## config.mk

```make
export PLATFORM = sky130hd
export DESIGN_NAME = clock_set_ctrl
export DESIGN_NICKNAME = d
export VERILOG_FILES = /design/src/rtl/clkset_pkg.sv /design/src/rtl/inactivity_timer.sv /design/src/rtl/clock_set_ctrl.sv
export SDC_FILE = /design/constraint.sdc
export NUM_CORES = 1
export LEC_CHECK = 0
export CORE_AREA = 2 2 45 43
export DETAILED_ROUTE_END_ITERATION = 8
export DIE_AREA = 0 0 47 45
export PLACE_DENSITY = 0.73
export SYNTH_ARGS = -nofsm -noshare
export SYNTH_HDL_FRONTEND = slang
export SYNTH_HIERARCHICAL = 1
export SYNTH_SLANG_ARGS = --single-unit
```

## constraint.sdc

```tcl
create_clock -name CP -period 2.2 [get_ports CP]
set_input_delay 0.44 -clock CP [delete_from_list [all_inputs] [get_ports CP]]
set_output_delay 0.44 -clock CP [all_outputs]
set_load 0.005 [all_outputs]
```

## src/rtl/clkset_pkg.sv

```systemverilog
// Shared types and constants for the digital-clock set controller.
package clkset_pkg;

    // Encoding doubles as the blink_sel field code.
    typedef enum logic [1:0] {
        StRun    = 2'd0,
        StSetHr  = 2'd1,
        StSetMin = 2'd2,
        StSetSec = 2'd3
    } state_e;

    localparam logic [7:0] BCD_59 = 8'h59;
    localparam logic [7:0] BCD_00 = 8'h00;

    function automatic state_e next_mode(input state_e s);
        unique case (s)
            StRun:    next_mode = StSetHr;
            StSetHr:  next_mode = StSetMin;
            StSetMin: next_mode = StSetSec;
            default:  next_mode = StRun;
        endcase
    endfunction

endpackage

```

## src/rtl/inactivity_timer.sv

```systemverilog
// Tick counter that flags a set-mode timeout; built only with CLKSET_AUTOEXIT_EN.
`ifdef CLKSET_AUTOEXIT_EN
module inactivity_timer #(
    parameter int unsigned TIMEOUT_TICKS = 10
) (
    input  logic CP,
    input  logic CLR,
    input  logic clr_cnt,
    input  logic tick,
    output logic expired
);

    localparam int unsigned CntW = $clog2(TIMEOUT_TICKS + 1);

    logic [CntW-1:0] cnt_q, cnt_d;

    always_comb begin
        cnt_d = cnt_q;
        if (clr_cnt) begin
            cnt_d = '0;
        end else if (tick) begin
            cnt_d = cnt_q + 1'b1;
        end
    end

    // Fires on the tick that completes the window so the FSM leaves on the next cycle.
    assign expired = tick && !clr_cnt && (cnt_q == CntW'(TIMEOUT_TICKS - 1));

    always_ff @(posedge CP) begin
        if (CLR) begin
            cnt_q <= '0;
        end else begin
            cnt_q <= cnt_d;
        end
    end

endmodule
`endif

```

## src/rtl/clock_set_ctrl.sv

```systemverilog
// Mode/sequence controller for the clock counter chain: run-time carries and time-set mode.
// Optional auto-exit from set mode when CLKSET_AUTOEXIT_EN is defined.
module clock_set_ctrl
    import clkset_pkg::*;
#(
    parameter logic [7:0]  HR_MAX        = 8'h23,
    parameter int unsigned TIMEOUT_TICKS = 10
) (
    input  logic       CP,
    input  logic       CLR,
    input  logic       tick,
    input  logic       btn_mode,
    input  logic       btn_up,
    input  logic       btn_down,
    input  logic [7:0] sec_q,
    input  logic [7:0] min_q,
    input  logic [7:0] hr_q,
    output logic       sec_en,
    output logic       min_en,
    output logic       hr_en,
    output logic       dir,
    output logic       sec_load,
    output logic [1:0] blink_sel,
    output logic       blink
);

    state_e state_q, state_d;
    logic   sec_en_q, sec_en_d;
    logic   min_en_q, min_en_d;
    logic   hr_en_q, hr_en_d;
    logic   dir_q, dir_d;
    logic   sec_load_q, sec_load_d;
    logic   blink_q, blink_d;
    logic   timeout;

    // Field wrapping lives in the counters; hours value and limit are informational here.
    logic unused_cfg;
    assign unused_cfg = ^{hr_q, HR_MAX, TIMEOUT_TICKS};

`ifdef CLKSET_AUTOEXIT_EN
    logic clr_cnt;
    assign clr_cnt = (state_q == StRun) || btn_mode || btn_up || btn_down;

    inactivity_timer #(
        .TIMEOUT_TICKS(TIMEOUT_TICKS)
    ) u_inactivity_timer (
        .CP     (CP),
        .CLR    (CLR),
        .clr_cnt(clr_cnt),
        .tick   (tick),
        .expired(timeout)
    );
`else
    assign timeout = 1'b0;
`endif

    always_comb begin
        state_d    = state_q;
        sec_en_d   = 1'b0;
        min_en_d   = 1'b0;
        hr_en_d    = 1'b0;
        sec_load_d = 1'b0;
        dir_d      = dir_q;
        blink_d    = blink_q;

        if (state_q == StRun) begin
            if (tick) begin
                sec_en_d = 1'b1;
                dir_d    = 1'b1;
                min_en_d = (sec_q == BCD_59);
                hr_en_d  = (sec_q == BCD_59) && (min_q == BCD_59);
            end
            if (btn_mode) begin
                state_d = StSetHr;
            end
        end else begin
            if (tick) begin
                blink_d = ~blink_q;
            end
            // Mode wins over keys; up and down together cancel out.
            if (btn_mode) begin
                state_d = next_mode(state_q);
            end else if (btn_up ^ btn_down) begin
                if (state_q == StSetSec) begin
                    sec_load_d = 1'b1;
                end else begin
                    dir_d = btn_up;
                    if (state_q == StSetHr) begin
                        hr_en_d = 1'b1;
                    end else begin
                        min_en_d = 1'b1;
                    end
                end
            end
            if (timeout) begin
                state_d = StRun;
            end
            if (state_d == StRun) begin
                blink_d = 1'b0;
            end
        end
    end

    always_ff @(posedge CP) begin
        if (CLR) begin
            state_q    <= StRun;
            sec_en_q   <= 1'b0;
            min_en_q   <= 1'b0;
            hr_en_q    <= 1'b0;
            dir_q      <= 1'b1;
            sec_load_q <= 1'b0;
            blink_q    <= 1'b0;
        end else begin
            state_q    <= state_d;
            sec_en_q   <= sec_en_d;
            min_en_q   <= min_en_d;
            hr_en_q    <= hr_en_d;
            dir_q      <= dir_d;
            sec_load_q <= sec_load_d;
            blink_q    <= blink_d;
        end
    end

    assign sec_en    = sec_en_q;
    assign min_en    = min_en_q;
    assign hr_en     = hr_en_q;
    assign dir       = dir_q;
    assign sec_load  = sec_load_q;
    assign blink_sel = state_q;
    assign blink     = blink_q;

endmodule

```

==> summary.md <==
| Metric | Value |
|---|---|
| Total CTS buffers | 3 |
| H-tree depth | 1 |
| DR pass1 iterations | 3 |
| DRC violations left | 0 |
| Synth Flop Type | dfxtp_1 |
| Clk pin slew, worst setup/hold paths | around 0.060 ns |
| Vias/cell | roughly 4.6 |
| Gpl congestion | 0.702 |
| Critical path peak fanout | 9 |
| LEAKAGE | ~0.00032 uW |
| IO Pins | 38 |
| CTS tree | yes |
| Resized Gates After CTS | 0 |
| Post-DRT Antenna Nets | 0 |
| Core Footprint | between 1500 and 2000 um^2 |
| Cell mode on critical path | a211oi_1 |
| CTS Buffer Depth | 2 |
| Max-cap violation count | 0 |
| Worst Hold Launch | blink |
| Hold Vio Cnt, Final | 0 |
| WHS Endpoint | blink |
| Fin. max-slew vios | 0 |
| Nets | 125 |
| Hold depth | 2 |
| Post-synth EDFFs | 0 |
| Worst Path Required | around 2.3 ns |
| Initial core utilization | 0.303 |
| Yosys reg bits | 8 |
| WL/cell | slightly above 10 um |
| Cells after Synth | 53 |
| CP top delay family | simple AND/OR/NAND/NOR gates |
| Worst R2R End | dir |
| RSZ-0062 raised after global routing | false |
| Final worst path period need | ~1.9 ns |
| Syn nets | 89 |
| Ys Warns | 6 |
| R2r startpoint | blink_sel[1] |
| Placed cells | 108 |
| Startpoint types | flip-flop |
| Post-Route WL | 1.12 mm |
| R2r setup slk | roughly 0.34 ns |
| Port-buffer cells | 29 |
| Overflow after GRT | 0 |
| Initial DRC Count | 6 |
| VDD IR max | ~0.24 mV |
| Max incr delay on CP | ~0.55 ns |
| Worst path cell trace | inv_1 -> ha_1 -> or4b_1 -> a211oi_1 -> a211oi_1 |
| First-pass GRT wire length | 1.82 mm |
| Mean Syn Cell Area | between 9 and 10 um^2 |
| Post-CTS Repair Setup Buffers | 0 |
| HPWL after DPL | roughly 940 um |
| Worst clock skew | roughly 0.0028 ns |
| Post-Layout Cell Count | 111 |
| Vias post-DR | ~510 |
| Share of flip-flops with an asynchronous set or reset | 0 |
| Vias in the first global route | roughly 480 |
| Num rows | 14 |
| Worst Path Buf+Inv | 1 |
| Initial antenna violation count | 0 |
| Setup_tns | 0 ns |
| Final worst-path cycle share | 0.845 |
| Hold Path Class | reg2reg |
| Clk Latency, worst-skew pair | between 0.2 and 0.3 ns |
| All-layer global routing usage | 0.121 |
| Clock sinks | 8 |
| Diode count | 0 |
| Worst reg2reg path depth | 5 |
| Critical setup path kind | reg2reg |
| Fmax achieved | ~540 MHz |
| Layout cells sized above 1 | 0.0920 |
| Die Ht | 45 um |
| Final setup fails | 0 |
| Yosys cell types | 25 |
| Slew Limit Headroom | 0.719 |
| Clock Tree Root | clkbuf_4 |
| Cell area power density | approximately 430 nW/um^2 |
| Post-Syn Area | about 500 um^2 |
| Largest net degree at the start of global routing | 11 |
| Die width | 47 um |
| Slew at the pin closest to its max-slew limit | 0.410 ns |
| P&R area growth vs syn | 74.1% |
| Worst Path Arrival | about 2 ns |
| Slowest cell on crit path | or4b_1 |
| Hold-fix buffers at CTS | 0 |
| Part of the Yosys area used for sequential elements | 0.328 |
| Die Footprint | 2120 um^2 |
| Crit. End Element | flip-flop |
| Status | finished clean |
==> logic make-up after synthesis <==
family,after synthesis,synth area share
AOI/OAI and AO/OA,10,0.149
xor gates and xnor gates,1,0.0180
adders and majority gates,6,0.154
buffers and inverters,5,0.0384
DFF,8,0.328
and+or+nand+nor,23,0.313
==> cells in the mapped netlist, drive strengths merged, types with 2 or more instances <==
master,instances,area share
nand2b,2,0.026
a211oi,3,0.046
inv,4,0.031
nand2,2,0.015
nor4bb,3,0.062
nor2,5,0.038
dfxtp,8,0.33
nor3b,2,0.031
a21oi,3,0.031
or2,2,0.031
ha,6,0.15
==> layout by cell type, fill, tap and decap left out <==
cell             synthesis  final
a2111oi_0                1      1
a211oi_1                 3      3
a21o_1                   1      1
a21oi_1                  3      3
a221o_1                  1      1
buf_4                    0      3
clkbuf_4                 0      3
clkdlybuf4s50_1          0     29
dfxtp_1                  8      8
ha_1                     6      6
inv_1                    4      4
nand2_1                  2      2
nand2b_1                 2      2
nand3b_1                 1      1
nand4_1                  1      1
nand4b_1                 1      1
nor2_1                   5      5
nor3_1                   1      1
nor3b_1                  2      2
nor4bb_1                 3      3
o32ai_1                  1      1
or2_2                    1      1
or2_4                    1      1
or3b_1                   1      1
or4_1                    1      1
or4b_1                   1      1
xnor2_1                  1      1
==> layout make-up <==
class                           count  area [um^2]
Fill cell                         156          762
Timing Repair Buffer               32          313
Multi-Input combinational cell     40          309
Sequential cell                     8          160
Tap cell                           24         30.0
Clock buffer                        3         22.5
Inverter                            4         15.0
==> state kept, by name, summed over array words and instances, names as in the netlist <==
register	flops
blink_sel	2
sec_load	1
min_en	1
hr_en	1
dir	1
blink	1
sec_en	1
==> how the worst max path moves through the flow <==
stage	start	slack (ns)	depth (start not counted)	end
after floorplan	blink_sel[0]	0.48	5	dir
after global placement	btn_up	0.35	4	dir
after detailed placement	btn_up	0.34	4	dir
after CTS	blink_sel[1]	0.32	5	dir
after global routing	blink_sel[1]	0.19	5	dir
final	blink_sel[1]	0.34	5	dir
==> where the power goes <==
group | switching, uW | internal, uW
clock network | 50.8 | 62.5
logic | 32.9 | 64.1
registers | 3.10 | 150
total | 86.7 | 277
==> tightest hold or removal path, delay by kind of cell, from the launching register on <==
family | cells | cell delay [ns]
AOI/OAI and AO/OA | 1 | 0.05
DFF | 1 | 0.33
and+or+nand+nor | 1 | 0.06
==> through the flow <==
| step | hold slack [ns] | total power (uW) | setup slack [ns] | util | area (um^2) |
|---|---|---|---|---|---|
| after detailed placement | 0.478 | 254 | 0.338 | 0.513 | 827 |
| final | 0.489 | 364 | 0.340 | 0.527 | 850 |
| after global routing | 0.525 | 386 | 0.187 | 0.527 | 850 |
| after CTS | 0.491 | 369 | 0.324 | 0.527 | 850 |
| after floorplan | 0.469 | 193 | 0.479 | - | 488 |
| after global placement | 0.474 | 253 | 0.347 | 0.513 | 827 |
==> metal layers <==
metal / vias to the layer above / part of all wire / track usage
met1: 221 / 0.44 / 0.147
met4: 0 / 0 / 0.0333
met5: - / 0 / 0
met3: 0 / 0.11 / 0.0400
met2: 26 / 0.45 / 0.203
li1: 265 / - / -
(Power assumes the default switching activity.)
